--- src/rtl/aixh_mxc_upper_bwd_collector.sv ---
// aixh_mxc_upper_bwd_collector
// Terminal stage of the MxConv upper backward chain. Consecutive backward
// beats are packed PACK at a time into one wide word (first beat in the LSB
// lane). Packed words are queued in a DEPTH-entry FIFO and drained through a
// valid/ready port. The backward chain cannot be stalled, so an almost-full
// hint is exported.
// Optional feature macro: AIXH_MXC_UPPER_BWD_COLLECT_OVF_EN enables the sticky
// overflow flag o_ovf. When it is undefined, o_ovf is tied low and i_ovf_clr
// is ignored.

`ifndef UPCELL_BWD_DWIDTH
`define UPCELL_BWD_DWIDTH 32
`endif

module aixh_mxc_upper_bwd_collector #(
    parameter int DWIDTH   = `UPCELL_BWD_DWIDTH,
    parameter int PACK     = 2,
    parameter int DEPTH    = 8,
    parameter int AFULL_TH = DEPTH - 2
) (
    input  logic                         aixh_core_clk2x,
    input  logic                         aixh_core_rstn,
    input  logic                         i_bwd_vld,
    input  logic [DWIDTH-1:0]            i_bwd_dat,
    input  logic                         i_flush,
    output logic                         o_vld,
    output logic [PACK*DWIDTH-1:0]       o_dat,
    input  logic                         i_rdy,
    output logic [$clog2(DEPTH+1)-1:0]   o_cnt,
    output logic                         o_afull,
    output logic                         o_ovf,
    input  logic                         i_ovf_clr
);

    localparam int AW = $clog2(DEPTH);
    localparam int CW = $clog2(DEPTH + 1);
    localparam int PW = (PACK > 1) ? $clog2(PACK) : 1;
    localparam int WW = PACK * DWIDTH;

    logic [PW-1:0] pidx_reg;
    logic [AW-1:0] wr_ptr_reg;
    logic [AW-1:0] rd_ptr_reg;
    logic [CW-1:0] cnt_reg;
    logic [WW-1:0] mem [DEPTH];
    logic [WW-1:0] push_word;

    logic pack_done;
    logic push_req;
    logic pop;
    logic push_acc;

    // The beat arriving in the last lane completes the word.
    assign pack_done = (pidx_reg == PW'(PACK - 1));
    assign push_req  = i_bwd_vld && pack_done;
    assign pop       = (cnt_reg != '0) && i_rdy;
    // A pop in the same cycle frees the slot, so a full FIFO can still take a word.
    assign push_acc  = push_req && ((cnt_reg < CW'(DEPTH)) || pop);

    // Pack index: advance per valid beat, wrap after the last lane, clear on flush.
    always_ff @(posedge aixh_core_clk2x or negedge aixh_core_rstn) begin
        if (!aixh_core_rstn) begin
            pidx_reg <= '0;
        end else if (i_flush) begin
            pidx_reg <= '0;
        end else if (i_bwd_vld) begin
            pidx_reg <= pack_done ? '0 : pidx_reg + PW'(1);
        end
    end

    // Lanes 0..PACK-2 are held in registers; the last lane comes straight
    // from the completing beat so the word can be pushed in that same cycle.
    generate
        for (genvar gi = 0; gi < PACK; gi++) begin : g_lane
            if (gi < PACK - 1) begin : g_stored
                logic [DWIDTH-1:0] lane_reg;

                // Capture the beat addressed to this lane (data only, no reset needed).
                always_ff @(posedge aixh_core_clk2x) begin
                    if (i_bwd_vld && (pidx_reg == PW'(gi))) begin
                        lane_reg <= i_bwd_dat;
                    end
                end

                assign push_word[gi*DWIDTH +: DWIDTH] = lane_reg;
            end else begin : g_live
                assign push_word[gi*DWIDTH +: DWIDTH] = i_bwd_dat;
            end
        end
    endgenerate

    // FIFO storage write; contents are intentionally not reset.
    always_ff @(posedge aixh_core_clk2x) begin
        if (push_acc && !i_flush) begin
            mem[wr_ptr_reg] <= push_word;
        end
    end

    // Pointers and occupancy counter; flush returns everything to empty.
    always_ff @(posedge aixh_core_clk2x or negedge aixh_core_rstn) begin
        if (!aixh_core_rstn) begin
            wr_ptr_reg <= '0;
            rd_ptr_reg <= '0;
            cnt_reg    <= '0;
        end else if (i_flush) begin
            wr_ptr_reg <= '0;
            rd_ptr_reg <= '0;
            cnt_reg    <= '0;
        end else begin
            if (push_acc) begin
                wr_ptr_reg <= wr_ptr_reg + AW'(1);
            end
            if (pop) begin
                rd_ptr_reg <= rd_ptr_reg + AW'(1);
            end
            if (push_acc && !pop) begin
                cnt_reg <= cnt_reg + CW'(1);
            end else if (!push_acc && pop) begin
                cnt_reg <= cnt_reg - CW'(1);
            end
        end
    end

    // Outputs depend only on registered state, never on i_rdy directly.
    assign o_vld   = (cnt_reg != '0);
    assign o_dat   = mem[rd_ptr_reg];
    assign o_cnt   = cnt_reg;
    assign o_afull = (cnt_reg >= CW'(AFULL_TH));

`ifdef AIXH_MXC_UPPER_BWD_COLLECT_OVF_EN
    logic ovf_reg;

    // Sticky overflow: set by a dropped word, cleared by i_ovf_clr; set wins.
    always_ff @(posedge aixh_core_clk2x or negedge aixh_core_rstn) begin
        if (!aixh_core_rstn) begin
            ovf_reg <= 1'b0;
        end else if (push_req && !push_acc && !i_flush) begin
            ovf_reg <= 1'b1;
        end else if (i_ovf_clr) begin
            ovf_reg <= 1'b0;
        end
    end

    assign o_ovf = ovf_reg;
`else
    logic unused_ovf_clr;

    assign unused_ovf_clr = i_ovf_clr;
    assign o_ovf          = 1'b0;
`endif

endmodule

--- config.mk ---
export PLATFORM = sky130hd
export DESIGN_NAME = aixh_mxc_upper_bwd_collector
export DESIGN_NICKNAME = d
export VERILOG_FILES = /design/src/rtl/aixh_mxc_upper_bwd_collector.sv
export SDC_FILE = /design/constraint.sdc
export NUM_CORES = 1
export LEC_CHECK = 0
export ABC_AREA = 1
export CAP_MARGIN = 20
export CORE_MARGIN = 2
export CORE_UTILIZATION = 38
export DETAILED_ROUTE_END_ITERATION = 16
export GPL_TIMING_DRIVEN = 1
export SLEW_MARGIN = 20
export SYNTH_ARGS = -nofsm -noshare
export SYNTH_HDL_FRONTEND = slang
export SYNTH_SLANG_ARGS = --single-unit
--- constraint.sdc ---
create_clock -name aixh_core_clk2x -period 5.4 [get_ports aixh_core_clk2x]
set_clock_uncertainty 0.05 [all_clocks]
set_input_delay 1.08 -clock aixh_core_clk2x [delete_from_list [all_inputs] [get_ports aixh_core_clk2x]]
set_output_delay 1.08 -clock aixh_core_clk2x [all_outputs]
set_load 0.005 [all_outputs]
[Yosys cells after proc, flatten, opt, wreduce, memory -nomap -nowiden]
Memories as Yosys holds them, arrays and structs flattened.
Index checks and enable logic that the tools add are counted.
Cells by class
  add/sub/neg operators: 5
  $lt $le $gt $ge: 2
  mux-type cells: 12
  bitwise logic cells: 1
  reduce and logical (&&, ||, !) cells: 16
Operators with widths (number)
  $mux 3: 4
  $mux 4: 3
  $logic_and 1x1->1: 7
  $add 3x1->3 const B: 2
  $reduce_bool 2->1: 3
  $mux 1: 5
  $add 4x1->4 const B: 1
  $ge 4x3->1 const B: 1
  $lt 4x4->1 const B: 1
  $reduce_bool 4->1: 1
  $sub 4x1->4 const B: 1
  $logic_not 1->1: 3
  $reduce_bool 3->1: 1
  $add 1x1->1 const B: 1
  $logic_or 1x1->1: 1
  $not 1->1: 1
Word-level totals
  register bits: 43
  RAM bits: 512
  input bits: 38
  output and inout port bits: 71
  logic and storage cells: 42
  memories kept: 1
Memory list
  mem: depth 8, bits a word 64, rd ports 1, clocked after Yosys merged registers in 0, write ports 1, RTL line 44  | logic [WW-1:0] mem [DEPTH];

[Logic depth before layout (Yosys ltp)]
Gate-level depths: netlist (run 1).
  word-level depth: 9
  gate-level depth with buffers: 12
  mapped depth without buffers: 12

[Least setup slack after synthesis (run 1)]
Ideal clock, no wire load.
  kind: in2reg
  start point: input i_bwd_vld
  end point: memory mem[0][0] (netlist bit), enable pin
  setup time: 0.565 ns
  data arrival time: 5.882 ns
  required time: 4.785 ns
  setup slack: -1.097 ns
  stages: 6
  buffers on the path: 0
  path through: nand2_1 -> inv_1 -> nand2_1 -> nor2_1 -> nand2_1 -> nor3_1
On the way
  word-level cells in the longest chain between the ends: 5
Ends and longest elaborated chain
  start, declared: RTL line 23  | input logic i_bwd_vld,
  $logic_and 1x1->1: RTL line 54  | assign push_req = i_bwd_vld && pack_done;
  $logic_and 1x1->1: RTL line 57  | assign push_acc = push_req && ((cnt_reg < CW'(DEPTH)) || pop);
  $logic_and 1x1->1: RTL line 93  | if (push_acc && !i_flush) begin
  $mux 1: RTL line 93
  $mux 1 (implied by the code): RTL line 94  | mem[wr_ptr_reg] <= push_word;
  end, declared: RTL line 44
Every way passes these cells.

[Worst setup path after layout (run 1)]
  start point: register rd_ptr_reg[1]
  end point: output o_dat[9]
On the way
  word-level cells in the longest chain between the ends: 1
Ends and longest elaborated chain
  start, declared: RTL line 42  | logic [AW-1:0] rd_ptr_reg;
  start signal, assigned: RTL line 113  | rd_ptr_reg <= rd_ptr_reg + AW'(1);
  $mem_v2 8x64
  end, declared: RTL line 27  | output logic [PACK*DWIDTH-1:0] o_dat,
Every way passes these cells.

==> results of run 1 <==
[Yosys cell counts]
library cell	n	area (um2)
o22ai_1	64	400
nand2_1	215	807
a21oi_1	5	25.0
nand4_1	1	6.26
clkbuf_1	52	195
buf_6	2	22.5
dfrtp_1	11	275
ha_1	4	50.1
inv_2	1	3.75
o21a_1	1	7.51
buf_1	13	48.8
buf_12	5	100
nor2_1	269	1010
xnor2_1	1	8.76
conb_1	1	3.75
buf_2	14	70.1
o21ai_0	220	1100
mux2i_1	64	641
nand3_1	6	30.0
o21ai_1	45	225
buf_4	6	45.0
inv_1	16	60.1
fa_1	1	20.0
nor3_1	3	15.0
edfxtp_1	544	16300
[worst max-delay path: stages (launching register included)]
cell and delay [ns]:
dfrtp_4 1.00, buf_4 0.43, o21ai_0 0.17, o22ai_1 0.21, nand2_1 0.07, nand2_1 0.19, clkdlybuf4s50_1 0.55
[through the flow]
| step | worst slack, ns | power, mW | utilization | std cells | hold WS, ns |
|---|---|---|---|---|---|
| floorplan | 0.636 | 6.32 | - | 1564 | 0.462 |
| global placement | 1.55 | 7.19 | 0.419 | 2362 | 0.517 |
| detailed placement | 1.54 | 7.22 | 0.419 | 2362 | 0.535 |
| CTS | 0.944 | 11.2 | 0.453 | 2466 | 0.549 |
| global route | 0.772 | 11.6 | 0.453 | 2466 | 0.571 |
| finish | 0.982 | 11.1 | 0.453 | 2466 | 0.548 |
[cell type report]
| cell class | instances | area [um2] |
|---|---|---|
| Tap cell | 756 | 946 |
| Fill cell | 4997 | 30700 |
| Sequential cell | 555 | 16600 |
| Clock buffer | 67 | 1490 |
| Inverter | 17 | 68.8 |
| Multi-Input combinational cell | 900 | 4430 |
| Clock inverter | 37 | 409 |
| Timing Repair Buffer | 134 | 1480 |
[power by group through the flow]
stage | Clock [mW] | Combinational [mW] | Sequential, mW
after global placement | 0 | 2.16 | 5.03
after CTS | 4.03 | 2.20 | 4.94
after floorplan | 0 | 1.40 | 4.92
after global routing | 4.19 | 2.42 | 4.96
after detailed placement | 0 | 2.19 | 5.04
final | 3.96 | 2.17 | 4.94
[layer usage]
metal  routed length, um  part of all wire
met5                   0                 0
met4                1740             0.035
met3                2490             0.050
met2               23900              0.48
met1               21400              0.43
[cell families after synthesis]
family                   Yosys count  share of synthesized area
flip-flops                       555                      0.772
AO/OA/AOI/OAI                    335                     0.0818
multiplexers                      64                     0.0298
XOR/XNOR                           1                   0.000407
other                              1                   0.000174
AND/OR/NAND/NOR                  494                     0.0869
buffers and inverters            109                     0.0254
adder cells (fa/ha/maj)            5                    0.00326
[path summary, 6_finish.rpt]
path                       cells after the start            end
min reg2reg                                    0     mem[0][31]
max reg2reg                                    6     mem[0][38]
max                                            6       o_dat[9]
max in group asynchronous                      1  rd_ptr_reg[0]
min in group asynchronous                      1       o_cnt[0]
min                                            0     mem[0][31]
==> flow_summary_export.csv, run 1 <==
group,metric,value,unit
outcome,status,"finished clean",
detailed_routing,first_pass_iters,5,
clock_network,cts_hold_buf,0,
logic_synthesis,syn-cell-area,0.0215,mm2
grt,grt_pass1_vias,12400,
timing,rsz0062_at_grt,"false",
grt,antenna_found_initial,0,
logic_synthesis,syn-num-nets,1607,
detailed_routing,drc_errors,0,
timing,fin_crit_sh,0.818,
min_path,hold_class,"register to register",
grt,use_met2,0.278,
logic_synthesis,synth.ff_latch_count,555,
clock_network,ctsResizeCount,0,
cells_and_area,drive_gt1_frac,0.0743,
worst_setup_path,worstPathRequired,4.27,ns
timing,fin_tns_setup,0,ns
worst_setup_path,reg2reg_from,"o_cnt[3]",
detailed_routing,wirelength,49.6,mm
floorplan,rows,87,
cells_and_area,mostFrequentLayoutCells,"edfxtp_1 (544), nor2_1 (262), o21ai_0 (220), nand2_1 (215), clkdlybuf4s50_1 (106)",
power,power.switching,3.02,mW
logic_synthesis,ys_seq_area_frac,0.772,
power,p_comb_frac,0.196,
grt,grt_first_pass_wirelength,75.1,mm
place,io_buffers,106,
timing,period_minus_slack,4.42,ns
power,peakVddDrop,0.302,mV
power,switching_share,0.273,
logic_synthesis,ys_warn_count,0,
clock_network,cts.path.max_buffers,3,
timing,hold_viol,0,
cells_and_area,num-nets-final,1707,
floorplan,ios,109,
grt,grt_max_degree,112,
worst_setup_path,critPathLaunchType,"register",
detailed_routing,drtIter0Drc,991,
timing,slew_viol_final,0,
cells_and_area,design_area,0.0254,mm2
clock_network,numCtsBuffers,56,
place,hpwlAfterDp,27.6,mm
clock_network,tritoncts,"yes",
timing,fmax,0.226,GHz
floorplan,coreArea,0.0562,mm2
power,p_leak,8.36,nW
job,drv_cap,0,
clock_network,postCtsSetupBuffers,0,
detailed_routing,post_drt_wl_per_cell,20.1,um
floorplan,start_util,0.383,
clock_network,h-tree-depth,2,
timing,finalSetupViolCount,0,
clock_network,clk_pin_slew,0.06,ns
floorplan,die_w,242,um
worst_setup_path,rrSetupSlack,2.78,ns
place,placed_area,0.0235,mm2
clock_network,clk_latency,0.61,ns
grt,grt_usage,0.168,
logic_synthesis,synth.distinct_cells,25,
grt,use_met1,0.223,
floorplan,die_y,242,um
logic_synthesis,syn_inst,1564,
power,power.share.clock,0.358,
cells_and_area,n_antenna_cell,0,
worst_setup_path,crit_path_end_kind,"primary output",
power,power.share.sequential,0.446,
cells_and_area,largest_reg_flops,512,
power,power_density,435,mW/mm2
grt,grt-busiest-layer,"met2",
worst_setup_path,crit_type,"register to primary output",
clock_network,cts.sinks,555,
worst_setup_path,critPathLaunch,"rd_ptr_reg[1]",
place,gp_congestion,0.758,
timing,relSlewSlack,0.280,
clock_network,cts_root_buffer,"clkbuf_16",
floorplan,die_area,0.0585,mm2
grt,overflow,0,
grt,grt_util_met3,0.0254,
worst_setup_path,path_max_fanout,84,
timing,worstMarginPinSlew,1.08,ns
worst_setup_path,cp.arrival,3.29,ns
cells_and_area,area_growth,18.3,%
detailed_routing,ant_nets,0,
detailed_routing,vias,12700,
power,p_int,8.05,mW
min_path,hp-start,"g_lane[0].g_stored.lane_reg[31]",
cells_and_area,layout_commonest_cell,"edfxtp_1",
detailed_routing,routed_via_density,5.13,
logic_synthesis,synth.avg_cell_area,13.8,um2
Note: power is estimated with default switching activity, not from simulation.
==> run 2: changes to the inputs <==
- clock period: 5.4 -> 4.6 ns (I/O delays scaled with it)
==> run 2 against run 1 <==
  * Non-clock buffer count grew 1
  * Power grew 13%
  * Via count shrank 1.0%
  * Largest cell class unchanged
  * Largest power group unchanged
  * Highest routed layer is now met5
==> flow_summary_export.csv, run 2 (same netlist as run 1, synthesis figures left out) <==
group,metric,value,unit
place,io_buffers,106,
clock_network,h-tree-depth,2,
clock_network,cts_root_buffer,"clkbuf_16",
grt,grt_usage,0.166,
detailed_routing,first_pass_iters,5,
grt,grt_pass1_vias,12100,
power,p_comb_frac,0.206,
worst_setup_path,r2r_cells,7,
worst_setup_path,reg2reg_from,"pack_done",
worst_setup_path,path_cells,"buf_12 > o21ai_0 > o22ai_1 > nand2_1 > nand2_1 > clkdlybuf4s50_1",
worst_setup_path,crit_path_end_kind,"primary output",
detailed_routing,ant_nets,0,
grt,overflow,0,
clock_network,postCtsSetupBuffers,0,
clock_network,cts.path.max_buffers,3,
min_path,holdPathStages,0,
cells_and_area,layout_commonest_cell,"edfxtp_1",
worst_setup_path,worstPathRequired,3.63,ns
cells_and_area,register_area,0.0166,mm2
floorplan,die_area,0.0585,mm2
cells_and_area,num-nets-final,1706,
cells_and_area,area_growth,17.3,%
floorplan,die_w,242,um
clock_network,ctsResizeCount,0,
worst_setup_path,crit_type,"register to primary output",
grt,antenna_found_initial,2,
cells_and_area,mostFrequentLayoutCells,"edfxtp_1 (544), nor2_1 (262), o21ai_0 (220), nand2_1 (215), clkdlybuf4s50_1 (106)",
floorplan,ios,109,
grt,grt_first_pass_wirelength,74.3,mm
place,placed_cells,2363,
power,power_density,494,mW/mm2
min_path,min_delay_worst_endpoint,"mem[3][29]",
grt,grt_max_degree,147,
cells_and_area,drive_gt1_frac,0.0674,
worst_setup_path,path_max_fanout,146,
job,drv_cap,0,
clock_network,tritoncts,"yes",
timing,relSlewSlack,0.342,
detailed_routing,drtIter0Drc,1024,
timing,worstMarginPinSlew,0.985,ns
power,power.share.clock,0.331,
timing,period_minus_slack,4.11,ns
cells_and_area,fillers,4987,
floorplan,start_util,0.383,
worst_setup_path,r2r_end,"mem[5][39]",
timing,rsz0062_at_grt,"false",
min_path,hold_class,"register to register",
clock_network,clk_pin_slew,0.06,ns
timing,slew_viol_final,0,
power,p_int,9.03,mW
place,hpwlAfterDp,27.0,mm
power,peakVddDrop,0.272,mV
worst_setup_path,max_stage_delay,0.63,ns
floorplan,die_y,242,um
cells_and_area,design_area,0.0252,mm2
detailed_routing,drc_errors,0,
power,power.share.sequential,0.462,
power,switching_share,0.276,
cells_and_area,largest_reg_flops,512,
worst_setup_path,path_common_cell,"nand2_1",
floorplan,coreArea,0.0562,mm2
detailed_routing,post_drt_wl_per_cell,19.9,um
clock_network,numCtsBuffers,54,
floorplan,rows,87,
cells_and_area,multi_input_area,0.00443,mm2
clock_network,clk_latency,0.60,ns
detailed_routing,wirelength,49.0,mm
cells_and_area,fin_cells,2462,
timing,hold_viol,0,
worst_setup_path,cp.arrival,3.14,ns
place,placed_area,0.0236,mm2
min_path,hp-start,"g_lane[0].g_stored.lane_reg[29]",
timing,fin_crit_sh,0.894,
detailed_routing,vias,12500,
power,p_leak,8.28,nW
cells_and_area,n_antenna_cell,0,
clock_network,cts_hold_buf,0,
power,p_total,12.5,mW
timing,finalSetupViolCount,0,
power,power.switching,3.44,mW
worst_setup_path,cp_slowest_cell,"dfrtp_4",
clock_network,cts.sinks,555,
timing,fmax,0.243,GHz
worst_setup_path,rrSetupSlack,2.18,ns
outcome,status,"finished clean",
detailed_routing,routed_via_density,5.09,
place,gp_congestion,0.756,
worst_setup_path,critPathLaunchType,"register",
-- run 2: how the worst max path moves through the flow --
| stage | start | endpoint | slack, ns | cells after the start |
|---|---|---|---|---|
| floorplan | i_bwd_vld | mem[2][0] | -0.004 | 6 |
| global placement | i_bwd_vld | mem[2][44] | 1.10 | 8 |
| CTS | rd_ptr_reg[1] | o_dat[5] | 0.47 | 6 |
| finish | rd_ptr_reg[0] | o_dat[28] | 0.49 | 6 |
| detailed placement | i_rdy | mem[5][33] | 1.10 | 8 |
| global route | rd_ptr_reg[0] | o_dat[15] | 0.25 | 6 |
-- run 2: worst max-delay path, delay by kind of cell (launching register included) --
kind	cells	cell delay (ns)
simple gates	2	0.25
compound gates	2	0.40
flops	1	0.63
buf+inv	2	1.08
-- run 2: power by group through the flow --
| stage | combinational [mW] | sequential [mW] | clock (mW) |
|---|---|---|---|
| floorplan | 1.64 | 5.78 | 0 |
| global placement | 2.58 | 5.87 | 0 |
| detailed placement | 2.61 | 5.87 | 0 |
| CTS | 2.62 | 5.77 | 4.23 |
| global route | 2.87 | 5.78 | 4.44 |
| finish | 2.57 | 5.77 | 4.13 |
-- run 2: routing by layer --
| metal | share of wire | wire, um | global-route usage | vias to the layer above |
|---|---|---|---|---|
| met5 | 0.00027 | 13 | 0 | - |
| met4 | 0.020 | 972 | 0.0468 | 2 |
| met3 | 0.047 | 2300 | 0.0333 | 77 |
| met2 | 0.50 | 24300 | 0.278 | 267 |
| met1 | 0.44 | 21300 | 0.220 | 6297 |
| li1 | - | - | - | 5887 |
-- run 2: layout make-up --
type / count / area share
sequential: 555 / 0.659
multi-input combinational: 900 / 0.175
timing repair buffer: 135 / 0.0606
clock buffer: 70 / 0.0559
tap: 756 / 0.0375
clock inverter: 29 / 0.00932
inverter: 17 / 0.00273
-- run 2: per-stage QoR --
step / hold slack, ns / setup TNS [ns] / util / setup WS (ns)
3_3_place_gp: 0.519 / 0 / 0.420 / 1.10
6_report: 0.531 / 0 / 0.449 / 0.487
3_5_place_dp: 0.531 / 0 / 0.420 / 1.10
2_1_floorplan: 0.462 / -0.715 / - / -0.00373
5_1_grt: 0.596 / 0 / 0.449 / 0.247
4_1_cts: 0.534 / 0 / 0.449 / 0.473
